File: src/rtl/dbg_bridge_pkg.sv
// Shared types and constants for the host-byte-stream to debug-command bridge.
// The frame is CMD, ADDR (4 bytes, LSB first), DATA (4 bytes, LSB first); responses are 4 bytes, LSB first.
package dbg_bridge_pkg;

    typedef enum logic [2:0] {
        IDLE,
        RX_ADDR,
        RX_DATA,
        ISSUE,
        RESP
    } state_t;

    localparam logic [7:0] DBG_CMD_NOP      = 8'h00;
    localparam int         FRAME_ADDR_BYTES = 4;
    localparam int         FRAME_DATA_BYTES = 4;
    localparam int         RESP_BYTES       = 4;

    function automatic logic [7:0] word_byte(input logic [31:0] w, input logic [1:0] idx);
        return w[{idx, 3'b000} +: 8];
    endfunction

endpackage

File: src/rtl/dbg_stream_bridge_if.sv
// Host byte link (rx/tx) plus the top-level debug command port, bundled for the bridge.
// A byte moves on a rising clk edge where valid and ready are both high; the source holds
// data and valid steady until that edge, and ready may depend on nothing but the sink's own state.
interface dbg_stream_bridge_if;

    logic [7:0]  rx_data_i;
    logic        rx_valid_i;
    logic        rx_ready_o;
    logic [7:0]  tx_data_o;
    logic        tx_valid_o;
    logic        tx_ready_i;
    logic [7:0]  dbg_cmd_o;
    logic [31:0] dbg_addr_o;
    logic [31:0] dbg_data_o;
    logic [31:0] dbg_data_i;
    logic        dbg_ready_i;

    modport master (
        input  rx_data_i, rx_valid_i, tx_ready_i, dbg_data_i, dbg_ready_i,
        output rx_ready_o, tx_data_o, tx_valid_o, dbg_cmd_o, dbg_addr_o, dbg_data_o
    );

    modport slave (
        output rx_data_i, rx_valid_i, tx_ready_i, dbg_data_i, dbg_ready_i,
        input  rx_ready_o, tx_data_o, tx_valid_o, dbg_cmd_o, dbg_addr_o, dbg_data_o
    );

endinterface

File: src/rtl/dbg_bridge_timeout.sv
// Loadable saturating down-counter: clear reloads LOAD_VALUE, enable counts toward zero,
// expired is high while the count sits at zero.
module dbg_bridge_timeout #(
    parameter int LOAD_VALUE = 15,
    parameter int CW         = 5
) (
    input  logic clk,
    input  logic rst_n,
    input  logic clear,
    input  logic enable,
    output logic expired
);

    logic [CW-1:0] count;

    always_ff @(posedge clk or negedge rst_n) begin
        if (!rst_n) begin
            count <= '0;
        end else if (clear) begin
            count <= CW'(LOAD_VALUE);
        end else if (enable && count != '0) begin
            count <= count - CW'(1);
        end
    end

    assign expired = (count == '0);

endmodule

File: src/rtl/dbg_stream_bridge.sv
// Turns 9-byte host frames into one debug command each and streams the 32-bit result back
// as 4 bytes; partial frames die after an idle gap, and stuck commands return ERR_WORD.
module dbg_stream_bridge
    import dbg_bridge_pkg::*;
#(
    parameter int          RX_GAP_CYCLES = 100000,
    parameter int          RESP_TIMEOUT  = 1024,
    parameter logic [31:0] ERR_WORD      = 32'hDEADBEEF
) (
    input  logic                 clk,
    input  logic                 rstn_i,
    dbg_stream_bridge_if.master  bus,
    output logic                 busy_o,
    output logic                 timeout_o,
    output state_t               state_o
);

    localparam int GAP_W  = $clog2(RX_GAP_CYCLES + 1);
    localparam int RESP_W = $clog2(RESP_TIMEOUT + 1);

    state_t      state;
    state_t      state_next;
    logic [7:0]  cmd_q;
    logic [31:0] addr_q;
    logic [31:0] data_q;
    logic [31:0] result_q;
    logic [1:0]  cnt_q;
    logic        rx_ready_q;
    logic [7:0]  dbg_cmd_q;
    logic        rx_fire;
    logic        tx_fire;
    logic        in_rx;
    logic        gap_expired;
    logic        resp_expired;

    assign rx_fire = bus.rx_valid_i & rx_ready_q;
    assign tx_fire = bus.tx_valid_o & bus.tx_ready_i;
    assign in_rx   = (state == RX_ADDR) || (state == RX_DATA);

    // Timers are loaded with N-1 so that expiry lands in the Nth counted cycle.
    dbg_bridge_timeout #(
        .LOAD_VALUE (RX_GAP_CYCLES - 1),
        .CW         (GAP_W)
    ) u_gap_timer (
        .clk     (clk),
        .rst_n   (rstn_i),
        .clear   (!in_rx || rx_fire),
        .enable  (in_rx),
        .expired (gap_expired)
    );

    dbg_bridge_timeout #(
        .LOAD_VALUE (RESP_TIMEOUT - 1),
        .CW         (RESP_W)
    ) u_resp_timer (
        .clk     (clk),
        .rst_n   (rstn_i),
        .clear   (state != ISSUE),
        .enable  (state == ISSUE),
        .expired (resp_expired)
    );

    always_ff @(posedge clk or negedge rstn_i) begin
        if (!rstn_i) begin
            state <= IDLE;
        end else begin
            state <= state_next;
        end
    end

    always_comb begin
        state_next = state;
        timeout_o  = 1'b0;
        case (state)
            IDLE: begin
                if (rx_fire && bus.rx_data_i != DBG_CMD_NOP) begin
                    state_next = RX_ADDR;
                end
            end
            RX_ADDR: begin
                if (rx_fire) begin
                    if (cnt_q == 2'(FRAME_ADDR_BYTES - 1)) begin
                        state_next = RX_DATA;
                    end
                end else if (gap_expired) begin
                    state_next = IDLE;
                end
            end
            RX_DATA: begin
                if (rx_fire) begin
                    if (cnt_q == 2'(FRAME_DATA_BYTES - 1)) begin
                        state_next = ISSUE;
                    end
                end else if (gap_expired) begin
                    state_next = IDLE;
                end
            end
            ISSUE: begin
                // A completion in the same cycle as expiry wins over the timeout.
                if (bus.dbg_ready_i) begin
                    state_next = RESP;
                end else if (resp_expired) begin
                    state_next = RESP;
                    timeout_o  = 1'b1;
                end
            end
            RESP: begin
                if (tx_fire && cnt_q == 2'(RESP_BYTES - 1)) begin
                    state_next = IDLE;
                end
            end
            default: state_next = IDLE;
        endcase
    end

    always_ff @(posedge clk or negedge rstn_i) begin
        if (!rstn_i) begin
            cmd_q      <= DBG_CMD_NOP;
            addr_q     <= '0;
            data_q     <= '0;
            result_q   <= '0;
            cnt_q      <= '0;
            rx_ready_q <= 1'b0;
            dbg_cmd_q  <= DBG_CMD_NOP;
        end else begin
            // Registered from the next state so rx_ready_o stays low through reset.
            rx_ready_q <= (state_next == IDLE) || (state_next == RX_ADDR) ||
                          (state_next == RX_DATA);
            dbg_cmd_q  <= (state_next == ISSUE) ? cmd_q : DBG_CMD_NOP;
            case (state)
                IDLE: begin
                    if (rx_fire && bus.rx_data_i != DBG_CMD_NOP) begin
                        cmd_q <= bus.rx_data_i;
                        cnt_q <= '0;
                    end
                end
                RX_ADDR: begin
                    if (rx_fire) begin
                        addr_q[{cnt_q, 3'b000} +: 8] <= bus.rx_data_i;
                        cnt_q <= cnt_q + 2'd1;
                    end
                end
                RX_DATA: begin
                    if (rx_fire) begin
                        data_q[{cnt_q, 3'b000} +: 8] <= bus.rx_data_i;
                        cnt_q <= cnt_q + 2'd1;
                    end
                end
                ISSUE: begin
                    cnt_q <= '0;
                    if (bus.dbg_ready_i) begin
                        result_q <= bus.dbg_data_i;
                    end else if (resp_expired) begin
                        result_q <= ERR_WORD;
                    end
                end
                RESP: begin
                    if (tx_fire) begin
                        cnt_q <= cnt_q + 2'd1;
                    end
                end
                default: cnt_q <= '0;
            endcase
        end
    end

    assign bus.rx_ready_o = rx_ready_q;
    assign bus.dbg_cmd_o  = dbg_cmd_q;
    assign bus.dbg_addr_o = addr_q;
    assign bus.dbg_data_o = data_q;
    assign bus.tx_valid_o = (state == RESP);
    assign bus.tx_data_o  = (state == RESP) ? word_byte(result_q, cnt_q) : 8'h00;
    assign busy_o         = (state != IDLE);
    assign state_o        = state;

endmodule

File: src/flat_wrapper.sv
// flat-port wrapper written by rule: the top's interface ports become plain ports
module dbg_stream_bridge_flat import dbg_bridge_pkg::*;
#(
    parameter int          RX_GAP_CYCLES = 100000,
    parameter int          RESP_TIMEOUT  = 1024,
    parameter logic [31:0] ERR_WORD      = 32'hDEADBEEF
)
  (clk, rstn_i, busy_o, timeout_o, state_o, bus_rx_data_i, bus_rx_valid_i, bus_tx_ready_i, bus_dbg_data_i, bus_dbg_ready_i, bus_rx_ready_o, bus_tx_data_o, bus_tx_valid_o, bus_dbg_cmd_o, bus_dbg_addr_o, bus_dbg_data_o);
  dbg_stream_bridge_if bus_i ();
  input  logic clk;
  input  logic rstn_i;
  output logic busy_o;
  output logic timeout_o;
  output state_t state_o;
  input wire logic [$bits(bus_i.rx_data_i)-1:0] bus_rx_data_i;
  input wire logic [$bits(bus_i.rx_valid_i)-1:0] bus_rx_valid_i;
  input wire logic [$bits(bus_i.tx_ready_i)-1:0] bus_tx_ready_i;
  input wire logic [$bits(bus_i.dbg_data_i)-1:0] bus_dbg_data_i;
  input wire logic [$bits(bus_i.dbg_ready_i)-1:0] bus_dbg_ready_i;
  output wire logic [$bits(bus_i.rx_ready_o)-1:0] bus_rx_ready_o;
  output wire logic [$bits(bus_i.tx_data_o)-1:0] bus_tx_data_o;
  output wire logic [$bits(bus_i.tx_valid_o)-1:0] bus_tx_valid_o;
  output wire logic [$bits(bus_i.dbg_cmd_o)-1:0] bus_dbg_cmd_o;
  output wire logic [$bits(bus_i.dbg_addr_o)-1:0] bus_dbg_addr_o;
  output wire logic [$bits(bus_i.dbg_data_o)-1:0] bus_dbg_data_o;
  assign bus_i.rx_data_i = bus_rx_data_i;
  assign bus_i.rx_valid_i = bus_rx_valid_i;
  assign bus_i.tx_ready_i = bus_tx_ready_i;
  assign bus_i.dbg_data_i = bus_dbg_data_i;
  assign bus_i.dbg_ready_i = bus_dbg_ready_i;
  assign bus_rx_ready_o = bus_i.rx_ready_o;
  assign bus_tx_data_o = bus_i.tx_data_o;
  assign bus_tx_valid_o = bus_i.tx_valid_o;
  assign bus_dbg_cmd_o = bus_i.dbg_cmd_o;
  assign bus_dbg_addr_o = bus_i.dbg_addr_o;
  assign bus_dbg_data_o = bus_i.dbg_data_o;
  dbg_stream_bridge #(.RX_GAP_CYCLES(RX_GAP_CYCLES), .RESP_TIMEOUT(RESP_TIMEOUT), .ERR_WORD(ERR_WORD)) u_core (.clk(clk), .rstn_i(rstn_i), .bus(bus_i), .busy_o(busy_o), .timeout_o(timeout_o), .state_o(state_o));
endmodule
File: config.mk
export PLATFORM = sky130hd
export DESIGN_NAME = dbg_stream_bridge_flat
export DESIGN_NICKNAME = d
export VERILOG_FILES = /design/src/rtl/dbg_bridge_pkg.sv /design/src/rtl/dbg_stream_bridge_if.sv /design/src/rtl/dbg_bridge_timeout.sv /design/src/rtl/dbg_stream_bridge.sv /design/src/flat_wrapper.sv
export SDC_FILE = /design/constraint.sdc
export NUM_CORES = 1
export LEC_CHECK = 0
export CAP_MARGIN = 20
export CORE_MARGIN = 3
export CORE_UTILIZATION = 30
export CTS_CLUSTER_SIZE = 25
export DETAILED_ROUTE_END_ITERATION = 12
export GPL_TIMING_DRIVEN = 0
export PLACE_DENSITY = 0.54
export SLEW_MARGIN = 5
export SYNTH_ARGS = -nofsm -noshare
export SYNTH_HDL_FRONTEND = slang
export SYNTH_SLANG_ARGS = --single-unit
export TNS_END_PERCENT = 20
File: constraint.sdc
create_clock -name clk -period 2.1 [get_ports clk]
set_input_delay 0.315 -clock clk [delete_from_list [all_inputs] [get_ports clk]]
set_output_delay 0.315 -clock clk [all_outputs]
set_load 0.005 [all_outputs]
==> impl_metrics.json <==
{
  "postSynth.asyncResetShare_pct": 100.0,
  "layout.nets": 762,
  "synth_flop_cell": "dfrtp_1",
  "crit_arrival_ps": 2020,
  "core_area_um2": 21350,
  "place_area_um2": 8277,
  "cp-endpoint": "timeout_o",
  "slew_headroom_pct": 41.69,
  "clk-insertion-delay-late_ps": 420,
  "dr.pass1.iters": 4,
  "synth_top_cell_area_share_pct": 55.33,
  "vias_per_cell": 4.989,
  "synthTopCellsByArea": "dfrtp_1, mux2_2, mux4_2, and2_1, o22a_1",
  "crit_type": "flip-flop to output pin",
  "final-hold-violation-count": 0,
  "end_kind": "output pin",
  "final_design_area_no_fill_um2": 9369,
  "antenna_cells": 0,
  "grt_pass1_vias": 5390,
  "overflow": 0,
  "die_w_um": 154.4,
  "synth_area_um2": 6603,
  "synth_seq_cells": 146,
  "drt_wl_total_um": 18120,
  "dp_hpwl_um": 12560,
  "violations": "negative setup slack",
  "synth.distinct_cells": 57,
  "clk_pin_slew_worst_paths_ps": 60,
  "wire_per_inst_um": 18.17,
  "io-pin-count": 132,
  "ir_drop_v": 0.0006232,
  "period_needed_ps": 2332,
  "cp_max_fo": 2,
  "ys_seq_area_share_pct": 55.33,
  "cap_violations": 0,
  "antenna_found_initial": 0,
  "syn_area_per_cell_um2": 12.50,
  "drcViolationCount": 0,
  "placementRows": 53,
  "cp-startpoint": "u_core.u_resp_timer.count[4]",
  "postRouteAntennaNets": 0,
  "reg2reg_slack_ps": 40,
  "period_share_pct": 111.0,
  "status": "complete, but fails checks",
  "drv_slew": 0,
  "max_slew.worst_pin.slew_ps": 867.2,
  "vias": 4974,
  "power.density_nw_per_um2": 1181,
  "max_freq_ghz": 0.4289,
  "cp-start-kind": "flip-flop",
  "synth_edf_count": 0,
  "die-area_um2": 23820,
  "worstPathRequired_ps": 1780,
  "die_height_um": 154.4,
  "area_growth_syn_to_layout_pct": 41.90,
  "rr_endpoint": "u_core.bus.dbg_cmd_o[1]",
  "cts_sinks": 146,
  "reg2regPathDepth": 5,
  "cts_tree": "built",
  "synth_common_cells": "dfrtp_1, mux2_2, nor2_1, nand2_1, and2_1",
  "yosysMostFrequentCell": "dfrtp_1",
  "synth_top_area_cell": "dfrtp_1",
  "grt_max_degree": 82,
  "skew_ps": 11.84,
  "setup_viol": 9,
  "numCtsBuffers": 17,
  "hold_path.class": "input pin to flip-flop",
  "io_buffers": 130,
  "rr_startpoint": "u_core.u_resp_timer.count[4]",
  "setup_slack_ps": -231.6,
  "whs_ps": 475.3,
  "start_util_pct": 30.92,
  "grt_usage_pct": 15.50,
  "syn-num-nets": 581,
  "dr.first_iter.drc_count": 358,
  "ys_warn_count": 0,
  "power.leakage_nw": 4.025,
  "drive_gt1_share_pct": 31.99,
  "synth_cells": 528,
  "rsz0062_at_grt": "yes",
  "h-tree-depth": 4,
  "grt_pass1_wl_um": 29420,
  "cts-root-buf": "clkbuf_16",
  "gp_congestion": 0.7419,
  "cts_buffer_depth": 2
}
## worst min path at each step
stage	startpoint	endpoint	slack, ps	cells past startpoint
floorplan	rstn_i	u_core.bus.dbg_addr_o[0]	20	0
global placement	u_core.cmd_q[4]	u_core.bus.dbg_cmd_o[4]	470	1
detailed placement	rstn_i	u_core.bus.dbg_addr_o[7]	410	1
CTS	bus_dbg_data_i[19]	u_core.result_q[19]	460	2
global route	bus_dbg_data_i[19]	u_core.result_q[19]	460	2
finish	bus_dbg_data_i[19]	u_core.result_q[19]	480	2
## stage by stage
stage / TNS, ps / util [%] / setup WS, ps / instances / total power, mW
final: -896.9 / 43.88 / -231.6 / 997 / 11.07
after global routing: -2620 / 43.88 / -299.4 / 997 / 11.71
after CTS: -1197 / 43.54 / -272.9 / 999 / 11.14
after detailed placement: -33490 / 38.76 / -738.4 / 934 / 7.494
after global placement: -764110 / 38.63 / -5026 / 933 / 7.391
after floorplan: 0 / - / 42.71 / 528 / 5.950
## cells by family (layout without fill, tap and decap cells)
group	Yosys count	in the layout	synth area share, %
muxes	83	83	15.46
and+or+nand+nor	171	172	15.12
DFF	146	146	55.33
adders and majority gates	8	8	1.516
AOI/OAI and AO/OA	86	86	9.930
buffers and inverters	32	225	2.369
xor gates and xnor gates	2	2	0.2654
## timing repair
item / in CTS / in global routing
setup buffers: 33 / 0
cloned: 1 / 0
resized for setup: 93 / 32
hold buffers: 1 / 0
pin swaps: 6 / 2
endpoints found under the hold margin: 80 / 0
endpoints found under the setup margin: 115 / 119
## cell type report
class / instances / area, um2
Clock inverter: 12 / 128.9
Inverter: 9 / 33.78
Multi-Input combinational cell: 351 / 3007
Clock buffer: 20 / 456.7
Fill cell: 1978 / 11980
Timing Repair Buffer: 164 / 1605
Sequential cell: 146 / 3657
Buffer: 20 / 136.4
Tap cell: 275 / 344.1
## where the power goes
part | leakage, nW | total [mW] | switching (mW) | internal (mW)
Sequential | 1.81 | 3.96 | 0.432 | 3.53
Clock | 0.294 | 3.00 | 1.19 | 1.81
Combinational | 1.92 | 4.11 | 1.74 | 2.37
Total | 4.02 | 11.1 | 3.36 | 7.71
## metal layers
metal	routed length (um)	vias to the layer above	track usage (%)
li1	-	2295	-
met4	263	0	4.542
met1	8377	2528	21.10
met5	0	-	0
met3	1002	16	4.113
met2	8471	135	24.42
## layout by cell type, fill, tap and decap left out, types with 8 or more instances in the layout
cell,instances
dfrtp_1,143
clkdlybuf4s50_1,118
mux2_2,72
nor2_1,34
and2_1,23
buf_4,23
nand2_1,21
o21ai_0,20
buf_2,17
clkbuf_16,17
o22a_1,15
buf_6,11
o22a_2,9
mux4_2,8
nor2b_4,8
a22o_1,8
or4_1,8
## critical path, cell delays in order, from the launching register on
cell	delay [ps]
dfrtp_2	400
or4_4	520
or3_4	410
nor3_4	120
buf_2	140
## sequential cells by signal, indices dropped and copies added (netlist names)
signal                     cells
u_core.u_resp_timer.count     11
u_core.cmd_q                   8
u_core.bus.rx_ready_o          1
u_core.state_o                 3
u_core.bus.dbg_data_o         32
u_core.bus.dbg_cmd_o           8
u_core.bus.dbg_addr_o         32
u_core.result_q               32
u_core.u_gap_timer.count      17
u_core.cnt_q                   2
(Power assumes the default switching activity.)
